## config.mk

```make
export PLATFORM = sky130hd
export DESIGN_NAME = btn_debounce_unit
export DESIGN_NICKNAME = d
export VERILOG_FILES = /design/src/rtl/btn_debounce_unit.sv
export SDC_FILE = /design/constraint.sdc
export NUM_CORES = 1
export LEC_CHECK = 0
export CAP_MARGIN = 20
export CORE_AREA = 4 4 41 43
export DETAILED_ROUTE_END_ITERATION = 10
export DIE_AREA = 0 0 45 47
export SETUP_SLACK_MARGIN = 0.5
export SLEW_MARGIN = 20
export SYNTH_ARGS = -nofsm -noshare
export SYNTH_HDL_FRONTEND = slang
export SYNTH_SLANG_ARGS = --single-unit
```

## constraint.sdc

```tcl
create_clock -name sys_clk -period 2.57 [get_ports sys_clk]
set_input_delay 0.771 -clock sys_clk [delete_from_list [all_inputs] [get_ports sys_clk]]
set_output_delay 0.771 -clock sys_clk [all_outputs]
set_load 0.01 [all_outputs]
```

## src/rtl/btn_debounce_unit.sv

```systemverilog
// Push-button debouncer: 2-flop synchroniser, free-running sample strobe, shift-history filter.
// Optional registered press/release pulses when DEBOUNCE_EDGE_EN is defined.
module btn_debounce_unit #(
  parameter int CLK_DIV   = 4,
  parameter int SHIFT_LEN = 4
) (
  input  logic sys_clk,
  input  logic sys_rst_n,
  input  logic i_btn,
  output logic clk_flag,
  output logic o_btn
`ifdef DEBOUNCE_EDGE_EN
  ,
  output logic o_press,
  output logic o_release
`endif
);

  localparam int CW = (CLK_DIV > 1) ? $clog2(CLK_DIV) : 1;

  logic [CW-1:0]        cnt_q, cnt_d;
  logic                 clk_flag_q, clk_flag_d;
  logic                 sync1_q, sync1_d;
  logic                 btn_s_q, btn_s_d;
  logic [SHIFT_LEN-1:0] hist_q, hist_d;
  logic                 o_btn_q, o_btn_d;
`ifdef DEBOUNCE_EDGE_EN
  logic                 o_press_q, o_press_d;
  logic                 o_release_q, o_release_d;
`endif

  always_comb begin
    cnt_d      = (cnt_q == CW'(CLK_DIV - 1)) ? '0 : cnt_q + CW'(1);
    // Strobe is registered, so it appears the cycle after the terminal count.
    clk_flag_d = (cnt_q == CW'(CLK_DIV - 1));
    sync1_d    = i_btn;
    btn_s_d    = sync1_q;
    hist_d     = hist_q;
    if (clk_flag_q) hist_d = {hist_q[SHIFT_LEN-2:0], btn_s_q};
    o_btn_d    = o_btn_q;
    if (&hist_q)       o_btn_d = 1'b1;
    else if (~|hist_q) o_btn_d = 1'b0;
`ifdef DEBOUNCE_EDGE_EN
    // Pulses line up with the first cycle o_btn shows its new level.
    o_press_d   = o_btn_d & ~o_btn_q;
    o_release_d = ~o_btn_d & o_btn_q;
`endif
  end

  always_ff @(posedge sys_clk or negedge sys_rst_n) begin
    if (!sys_rst_n) begin
      cnt_q       <= '0;
      clk_flag_q  <= 1'b0;
      sync1_q     <= 1'b0;
      btn_s_q     <= 1'b0;
      hist_q      <= '0;
      o_btn_q     <= 1'b0;
`ifdef DEBOUNCE_EDGE_EN
      o_press_q   <= 1'b0;
      o_release_q <= 1'b0;
`endif
    end else begin
      cnt_q       <= cnt_d;
      clk_flag_q  <= clk_flag_d;
      sync1_q     <= sync1_d;
      btn_s_q     <= btn_s_d;
      hist_q      <= hist_d;
      o_btn_q     <= o_btn_d;
`ifdef DEBOUNCE_EDGE_EN
      o_press_q   <= o_press_d;
      o_release_q <= o_release_d;
`endif
    end
  end

  assign clk_flag  = clk_flag_q;
  assign o_btn     = o_btn_q;
`ifdef DEBOUNCE_EDGE_EN
  assign o_press   = o_press_q;
  assign o_release = o_release_q;
`endif

endmodule

```

==> impl_results.md <==
* Run status: finished clean
* Initial DRC count at 0
* Fraction of layout cells with a size suffix above 1 at 29.6%
* Initial antenna violation count at 0
* Clock buffer depth at 2
* Netlist cell types at 8
* Vias post-DR at 180
* Pin count of the biggest net entering global routing at 11
* Setup Viol. Count Final at 0
* RePlAce Congestion at 0.656
* P_sw at 64.7 uW
* Post-Syn Nets at 23
* Most common cell after layout, fill and taps aside: dfrtp_1
* Cell-internal power at 264 uW
* Site Rows at 13
* Metal2 WL at 255 um
* DRT met1 WL at 179 um
* WL/cell at 11.6 um
* Layout Nets at 32
* Clock Sinks at 10
* Final clock skew at 0.00390 ns
* Worst Setup End Kind: output port
* Die width at 45 um
* Fin util at 33.4%
* Crit path buf inv count at 1
* Maximum vdd drop at 456 uV
* Hold depth at 0
* Root Buffer: clkbuf_4
* Max_cap viols at 0
* Clock share of power at 41.4%
* Fillers at 136
* CTS tree: done
* Area Overhead vs Synth at 28.5%
* Final instance area at 434 um2
* Clock transition at the registers of the reported paths at 0.06 ns
* Buffers added on ports at 4
* Final antenna-violating net count at 0
* Worst Path Max Fanout at 5
* Boundary Pins at 5
* Crit path depth at 1
* Die area at 2120 um2
* Final worst path period share at 77.3%
* Power, Total at 329 uW
* Number of gates resized after cts at 0
* Worst path slowest cell: clkdlybuf4s50_1
* CP peak stage delay at 0.55 ns
* Syn Inst Count at 19
* Relative slew slack at 70.9%
* Grt total ovfl at 0
* Worst-path cell chain: clkdlybuf4s50_1
* CP delay by family, top: buffers and inverters
* Setup CP Type: reg2out
* Area of the multi-input gates at 87.6 um2
* Most frequent cells in the layout: 9 x dfrtp_1, 4 x clkdlybuf4s50_1, 3 x clkbuf_4
* RSZ-0062 raised after global routing: false
* Placed cell area at 397 um2
* DR vias/cell at 4.29
* First-pass GRT wire length at 828 um
* CP Launch Type: flip-flop
* Synth warn at 0
* Worst path required time at 1.80 ns
* Metal3 WL at 52 um
* GRT Total Usage at 6.32%
* CTS Buf Count at 3
* Pre-antenna DRT Iters at 1
* Hold Path Class: reg2reg
* Power per cell area at 757 nW/um2
* Seq pwr share at 52.2%
* Sw Share at 19.7%
* Slew @ Worst Pin at 0.435 ns
* DR top layer: met3
* Sum of negative setup slack at 0 ns
* Netlist Area Pre-Place at 338 um2
* Clock Latency Late Sink at 0.26 ns
* Hold Buf Count CTS at 0
* WP data arrival at 1.22 ns
* ANT cells at 0
* Avg Cell Area, Syn at 17.8 um2
* Vias in the first global route at 176
* Reg area at 251 um2
* CTS H-Tree Depth at 1
* Worst Reg-to-Reg Cells at 2
* FF+latch count, synth at 10
* Highest Clock Rate at 503 MHz
* Logic pwr share at 6.4%
* Fin. max-slew vios at 0
* WL final at 487 um
* Drc violations at 0
* Core ar. at 1300 um2
* Seq/Total Area, Yosys at 74.1%
* Post CTS Setup Buffer Count at 0
* Final Hold Vio Count at 0
* Pleak at 0.000189 uW
* Initial core utilization at 26.0%
* Tmin final at 1.99 ns
* Vert. Die Dim at 47 um
-- Yosys cell counts --
library cell	count	area (um2)
ha_1	1	12.5
nand4_1	1	6.26
nor2_1	1	3.75
nand2_1	1	3.75
mux2_2	2	22.5
mux2_1	2	22.5
dfrtp_1	10	250
o41ai_2	1	16.3
-- kinds of logic (layout without fill, tap and decap cells) --
logic type	Yosys count	count (layout)	share of synthesized area (%)
compound gates	1	1	4.82
fa+ha+maj	1	1	3.70
buf+inv	0	8	0
flops	10	10	74.1
mux	4	4	13.3
simple gates	3	3	4.07
-- registers in the layout, summed over array words and instances (netlist names) --
name	cells
hist_q	4
clk_flag	1
btn_s_q	1
btn_s_d	1
o_btn	1
cnt_q	2
-- cell type report --
type	instances	share of cell area (%)
sequential	10	57.9
timing repair buffer	4	9.22
multi-input combinational	9	20.2
tap	15	4.32
clock buffer	4	8.36
-- final timing paths --
| check | slack, ns | startpoint | end |
|---|---|---|---|
| max | 0.58 | clk_flag$_DFF_PN0_ | clk_flag |
| min | 0.36 | btn_s_d$_DFF_PN0_ | btn_s_q$_DFF_PN0_ |
| max reg2reg | 1.61 | hist_q[1]$_DFFE_PN0P_ | o_btn$_DFFE_PN0P_ |
| min reg2reg | 0.36 | btn_s_d$_DFF_PN0_ | btn_s_q$_DFF_PN0_ |
| max in group asynchronous | 1.42 | sys_rst_n | clk_flag$_DFF_PN0_ |
| min in group asynchronous | 0.82 | sys_rst_n | hist_q[0]$_DFFE_PN0P_ |
-- power groups by stage --
| stage | combinational [uW] | sequential, uW | clock, uW |
|---|---|---|---|
| after global placement | 20.9 | 174 | 0 |
| after detailed placement | 21.1 | 174 | 0 |
| after floorplan | 6.85 | 175 | 0 |
| after CTS | 21.8 | 172 | 144 |
| after global routing | 22.8 | 172 | 157 |
| final | 21.1 | 172 | 136 |
-- per-stage QoR --
step | setup WS [ns] | std cells | hold slack, ns
after global routing | 0.524 | 42 | 0.378
after global placement | 0.828 | 38 | 0.337
after detailed placement | 0.806 | 38 | 0.356
after floorplan | 1.37 | 19 | 0.331
after CTS | 0.514 | 42 | 0.370
final | 0.583 | 42 | 0.362
-- routing by layer --
layer  vias up  global-route usage (%)
li1         82                       -
met1        91                    6.60
met2         7                    8.47
met3         0                    5.75
met4         0                    3.51
met5         -                       0
(Power assumes the default switching activity.)
